[src/rtl/vga_timing_gen.sv]
// vga_timing_gen: raster timing generator for the pixel-colour stages.
// Free-running h/v counters advance on pix_en; every output is registered from
// the pre-increment counter values, so outputs trail the counters by one pixel.
//
// Ports:
//   clk, rst_n    system clock, asynchronous active-low reset
//   pix_en        pixel-clock enable (one pixel per clk with pix_en=1)
//   pix_x, pix_y  current column/row, forced to 0 outside the active area
//   pix_v         pixel is inside the active area
//   hsync, vsync  display sync pins, asserted level = SYNC_POL
//   frame_start   one-clk pulse when the output pixel is (0,0)
//   frame_cnt     16-bit frame counter, only when VGA_FRAME_CNT_EN is defined
//
// Optional feature macro: VGA_FRAME_CNT_EN (adds frame_cnt).
module vga_timing_gen #(
  parameter int unsigned pA       = 10,
  parameter int unsigned H_ACTIVE = 640,
  parameter int unsigned H_FP     = 16,
  parameter int unsigned H_SYNC   = 96,
  parameter int unsigned H_BP     = 48,
  parameter int unsigned V_ACTIVE = 480,
  parameter int unsigned V_FP     = 10,
  parameter int unsigned V_SYNC   = 2,
  parameter int unsigned V_BP     = 33,
  parameter bit          SYNC_POL = 1'b0
) (
  input  logic          clk,
  input  logic          rst_n,
  input  logic          pix_en,
  output logic [pA-1:0] pix_x,
  output logic [pA-1:0] pix_y,
  output logic          pix_v,
  output logic          hsync,
  output logic          vsync,
`ifdef VGA_FRAME_CNT_EN
  output logic [15:0]   frame_cnt,
`endif
  output logic          frame_start
);

  localparam int unsigned H_TOTAL  = H_ACTIVE + H_FP + H_SYNC + H_BP;
  localparam int unsigned V_TOTAL  = V_ACTIVE + V_FP + V_SYNC + V_BP;
  localparam int unsigned HS_START = H_ACTIVE + H_FP;
  localparam int unsigned HS_END   = HS_START + H_SYNC;
  localparam int unsigned VS_START = V_ACTIVE + V_FP;
  localparam int unsigned VS_END   = VS_START + V_SYNC;
  localparam logic [pA-1:0] H_LAST = pA'(H_TOTAL - 1);
  localparam logic [pA-1:0] V_LAST = pA'(V_TOTAL - 1);

  // Counters must be able to hold every position of the raster.
  if (64'(H_TOTAL) > (64'd1 << pA)) begin : g_h_total_chk
    $error("vga_timing_gen: H_TOTAL does not fit in pA bits");
  end
  if (64'(V_TOTAL) > (64'd1 << pA)) begin : g_v_total_chk
    $error("vga_timing_gen: V_TOTAL does not fit in pA bits");
  end

  logic [pA-1:0] h_cnt_q, h_cnt_d;
  logic [pA-1:0] v_cnt_q, v_cnt_d;
  logic [pA-1:0] pix_x_q, pix_x_d;
  logic [pA-1:0] pix_y_q, pix_y_d;
  logic          pix_v_q, pix_v_d;
  logic          hsync_q, hsync_d;
  logic          vsync_q, vsync_d;
  logic          frame_start_q, frame_start_d;
  logic [31:0]   h_ext, v_ext;
`ifdef VGA_FRAME_CNT_EN
  logic [15:0]   frame_cnt_q, frame_cnt_d;
  logic          seen_frame_q, seen_frame_d;
`endif

  // Next-state: counter advance and output decode from pre-increment counters.
  always_comb begin
    h_cnt_d       = h_cnt_q;
    v_cnt_d       = v_cnt_q;
    pix_x_d       = pix_x_q;
    pix_y_d       = pix_y_q;
    pix_v_d       = pix_v_q;
    hsync_d       = hsync_q;
    vsync_d       = vsync_q;
    frame_start_d = 1'b0;
`ifdef VGA_FRAME_CNT_EN
    frame_cnt_d   = frame_cnt_q;
    seen_frame_d  = seen_frame_q;
`endif
    // Compare in 32 bits so sync-end bounds equal to 2**pA do not truncate.
    h_ext = 32'(h_cnt_q);
    v_ext = 32'(v_cnt_q);

    if (pix_en) begin
      if (h_cnt_q == H_LAST) begin
        h_cnt_d = '0;
        v_cnt_d = (v_cnt_q == V_LAST) ? '0 : v_cnt_q + pA'(1);
      end else begin
        h_cnt_d = h_cnt_q + pA'(1);
      end

      pix_v_d       = (h_ext < H_ACTIVE) && (v_ext < V_ACTIVE);
      pix_x_d       = pix_v_d ? h_cnt_q : '0;
      pix_y_d       = pix_v_d ? v_cnt_q : '0;
      hsync_d       = ((h_ext >= HS_START) && (h_ext < HS_END)) ? SYNC_POL : ~SYNC_POL;
      // vsync spans whole lines, independent of h_cnt.
      vsync_d       = ((v_ext >= VS_START) && (v_ext < VS_END)) ? SYNC_POL : ~SYNC_POL;
      frame_start_d = (h_cnt_q == '0) && (v_cnt_q == '0);

`ifdef VGA_FRAME_CNT_EN
      // The first frame after reset is frame 0, so skip its increment.
      if (frame_start_d) begin
        if (seen_frame_q) begin
          frame_cnt_d = frame_cnt_q + 16'd1;
        end
        seen_frame_d = 1'b1;
      end
`endif
    end
  end

  // State and output registers.
  always_ff @(posedge clk or negedge rst_n) begin
    if (!rst_n) begin
      h_cnt_q       <= '0;
      v_cnt_q       <= '0;
      pix_x_q       <= '0;
      pix_y_q       <= '0;
      pix_v_q       <= 1'b0;
      hsync_q       <= ~SYNC_POL;
      vsync_q       <= ~SYNC_POL;
      frame_start_q <= 1'b0;
`ifdef VGA_FRAME_CNT_EN
      frame_cnt_q   <= 16'd0;
      seen_frame_q  <= 1'b0;
`endif
    end else begin
      h_cnt_q       <= h_cnt_d;
      v_cnt_q       <= v_cnt_d;
      pix_x_q       <= pix_x_d;
      pix_y_q       <= pix_y_d;
      pix_v_q       <= pix_v_d;
      hsync_q       <= hsync_d;
      vsync_q       <= vsync_d;
      frame_start_q <= frame_start_d;
`ifdef VGA_FRAME_CNT_EN
      frame_cnt_q   <= frame_cnt_d;
      seen_frame_q  <= seen_frame_d;
`endif
    end
  end

  assign pix_x       = pix_x_q;
  assign pix_y       = pix_y_q;
  assign pix_v       = pix_v_q;
  assign hsync       = hsync_q;
  assign vsync       = vsync_q;
  assign frame_start = frame_start_q;
`ifdef VGA_FRAME_CNT_EN
  assign frame_cnt   = frame_cnt_q;
`endif

endmodule

[config.mk]
export PLATFORM = sky130hd
export DESIGN_NAME = vga_timing_gen
export DESIGN_NICKNAME = d
export VERILOG_FILES = /design/src/rtl/vga_timing_gen.sv
export SDC_FILE = /design/constraint.sdc
export NUM_CORES = 1
export LEC_CHECK = 0
export CORE_ASPECT_RATIO = 0.5
export CORE_UTILIZATION = 40
export CTS_CLUSTER_SIZE = 24
export DETAILED_ROUTE_END_ITERATION = 7
export SLEW_MARGIN = 20
export SYNTH_ARGS = -nofsm -noshare
export SYNTH_HDL_FRONTEND = slang
export SYNTH_SLANG_ARGS = --single-unit
[constraint.sdc]
create_clock -name clk -period 1.9 [get_ports clk]
set_clock_uncertainty 0.1 [all_clocks]
set_input_delay 0.19 -clock clk [delete_from_list [all_inputs] [get_ports clk]]
set_output_delay 0.19 -clock clk [all_outputs]
set_load 0.01 [all_outputs]
==> flow_summary_export.csv <==
group,metric,value,unit
drt,drt-total-wl,4467,um
floorplan,dieArea,5435,um^2
cts,cts_buffers,5,
worst_setup_path,arrival,1910,ps
cts,h-tree-depth,2,
power,swShare,26.60,%
timing,worst_pin_slew,656.8,ps
worst_setup_path,r2r_start,"h_cnt_q[0]",
logic_synthesis,synth_area_leaders,"dfrtp_1, a22o_1, dfstp_2, and4_1, xor2_1",
logic_synthesis,netlist_instances,185,
cells_and_area,nets,226,
drt,drc,0,
global_route,grt_pass1_vias,1528,
worst_setup_path,worstPathMaxFanout,4,
global_route,grt_overflow,0,
placed_design,dpl.hpwl,3134,um
timing,clock.fmax,546.1,MHz
logic_synthesis,synth_top_area_share,51.25,%
logic_synthesis,synthFlopType,"dfrtp_1",
drt,firstDrtPassIters,4,
cells_and_area,drive_above_1_share,15.91,%
floorplan,coreArea,4658,um^2
global_route,antenna_found_initial,0,
timing,slew_viol_final,0,
logic_synthesis,ys_seq_elements,44,
min_path,hold_path.class,"reg -> reg",
floorplan,io_pins,27,
power,ir_drop,0.0005061,V
cells_and_area,fillCellCount,404,
placed_design,port_buffers,26,
logic_synthesis,synth_edf_count,0,
worst_setup_path,r2r_slack,70,ps
logic_synthesis,synth_area,2051,um^2
placed_design,place.gp.congestion,0.8257,
power,netSwitchingPower,0.0006336,W
logic_synthesis,synth.avg_cell_area,11.08,um^2
power,intPower,0.001748,W
worst_setup_path,crit_path_end_kind,"flip-flop",
min_path,hold_start,"pix_x[8]",
cts,clk_path_buf_depth,2,
worst_setup_path,crit_chain,"inv_2 > ha_1 > or4b_4 > nor4_4 > nand4b_1 > nor4_2",
timing,setup-violations-final,0,
timing,slew_headroom,56.22,%
power,seqPwrFrac,48.2,%
timing,setup_ws,68.73,ps
floorplan,initial_utilization,44.02,%
worst_setup_path,worstSetupPathType,"reg -> reg",
cts,cts_tree,"built",
power,p_total,0.002382,W
logic_synthesis,yosys-top-cells-count,"dfrtp_1, a22o_1, nand2_1",
drt,via_count,1552,
global_route,grt_max_degree,45,
cts,post_cts_buffers,0,
timing,rsz0062_at_grt,"yes",
power,power_density,924.5,nW/um^2
cells_and_area,area_growth,25.63,%
logic_synthesis,synth_seq_area_share,53.81,%
worst_setup_path,worstReg2RegEnd,"frame_start",
logic_synthesis,ys_warn_count,0,
floorplan,rows,17,
min_path,min_path_cells,1,
worst_setup_path,r2r_cells,6,
placed_design,pre_cts_ws,-26.77,ps
drt,postRouteAntennaNets,0,
cells_and_area,multiInputGateArea,859.6,um^2
timing,hold_viol,0,
worst_setup_path,startpoint_type,"flip-flop",
logic_synthesis,syn_nets,192,
power,p_leak,1.178,nW
cells_and_area,stdcell_count,286,
floorplan,fp.dieW,103.3,um
power,power_frac_clock,32.7,%
logic_synthesis,synthDistinctLibCells,44,
global_route,grt_pass1_wl,7624,um
cells_and_area,antennaDiodeCount,0,
worst_setup_path,worstPathRequired,1980,ps
job,max_cap_violations,0,
timing,finalCritPeriodShare,96.38,%
drt,wl_per_cell,15.62,um
logic_synthesis,async_flop_share,100.0,%
outcome,outcome,"complete, no violations",
placed_design,dp.cells,277,
global_route,track_usage,19.28,%
min_path,hold_path_end,"pix_x[8]",
cells_and_area,final_cell_area,2576,um^2
placed_design,postPlaceCellArea,2427,um^2
drt,first_iter_violations,74,
worst_setup_path,slowest_stage,"or4b_4",
logic_synthesis,synth_most_common_cell,"dfrtp_1",
cells_and_area,seq_area,1104,um^2
timing,min_period,1831,ps
cts,worstSkewPairLatency,290,ps
cts,clkTransAtPathRegs,90,ps
cts,ctsRootBufferMaster,"clkbuf_8",
floorplan,die_h,52.63,um
worst_setup_path,slowest_delay,470,ps
power,p_comb_share,19.1,%
logic_synthesis,post-synth-top-area-cell,"dfrtp_1",
drt,routed_via_density,5.427,
cts,cts.sink_count,44,
metrics by stage:
| stage | setup TNS [ps] | utilization, % | hold slack, ps |
|---|---|---|---|
| 3_5_place_dp | -26.77 | 52.11 | 200.4 |
| 4_1_cts | 0 | 55.04 | 388.0 |
| 3_3_place_gp | -16.85 | 52.11 | 191.8 |
| 6_report | 0 | 55.30 | 383.9 |
| 2_1_floorplan | 0 | - | -205.6 |
| 5_1_grt | -58.53 | 55.30 | 427.1 |
per-layer routing:
metal / vias to the layer above / GRT usage [%] / wire length [um]
met5: - / 0 / 0
met4: 0 / 5.634 / 14
met3: 2 / 5.200 / 220
met2: 38 / 29.22 / 1954
met1: 772 / 26.97 / 2278
li1: 740 / - / -
layout make-up:
cell class / instances / area share, %
Multi-Input combinational cell: 119 / 33.37
Clock buffer: 7 / 3.740
Tap cell: 66 / 3.205
Inverter: 7 / 1.020
Timing Repair Buffer: 42 / 14.67
Sequential cell: 44 / 42.84
Clock inverter: 1 / 1.166
registers in the layout, indices dropped and copies added (netlist names):
register	flops
pix_v	1
h_cnt_q	10
pix_x	10
frame_start	1
hsync	1
v_cnt_q	10
vsync	1
pix_y	10
power groups by stage:
stage / Sequential [W] / Combinational, W / Clock, W
after detailed placement: 0.00116 / 0.000449 / 0
after global routing: 0.00116 / 0.000504 / 0.000842
final: 0.00115 / 0.000454 / 0.000779
after floorplan: 0.00113 / 0.000275 / 0
after global placement: 0.00115 / 0.000442 / 0
after CTS: 0.00114 / 0.000453 / 0.000795
worst max-delay path by stage:
stage	from	end	slack (ps)	cells after the start
global route	h_cnt_q[0]	frame_start	-60	6
finish	h_cnt_q[0]	frame_start	70	6
floorplan	h_cnt_q[5]	v_cnt_q[7]	210	5
detailed placement	h_cnt_q[0]	frame_start	-30	6
global placement	h_cnt_q[0]	frame_start	-20	6
CTS	h_cnt_q[0]	frame_start	30	6
repair_timing:
action	CTS	global route
resized for setup	0	4
hold buffers	1	0
gates cloned	0	0
hold endpoints to repair	42	0
endpoints found under the setup margin	1	1
pin swaps	1	0
cells by family after synthesis:
family / synth area share, %
xor+xnor: 4.271
mux: 1.037
flops: 53.81
buf+inv: 4.881
compound gates: 13.12
fa+ha+maj: 2.441
simple gates: 20.44
worst max-delay path: cells and delay by family, from the launching register on:
kind	cells	cell delay, ps
flops	1	430
simple gates	4	980
buf+inv	1	80
fa+ha+maj	1	130
cells in the final DEF (no fill, tap or decap), drive strengths merged, types with 3 or more instances in the layout:
master,synthesis,routed
a21o,3,3
a22o,18,18
and4,6,6
buf,8,16
clkbuf,7,7
clkdlybuf4s50,0,25
dfrtp,42,42
ha,4,4
inv,7,7
nand2,13,13
nand3,5,5
nand4,5,5
nor2,11,11
nor2b,3,3
nor3,4,4
nor4,4,4
o21ai,6,6
or3,4,4
xnor2,4,4
xor2,6,6
No activity file was read; power rests on OpenSTA's default activity.
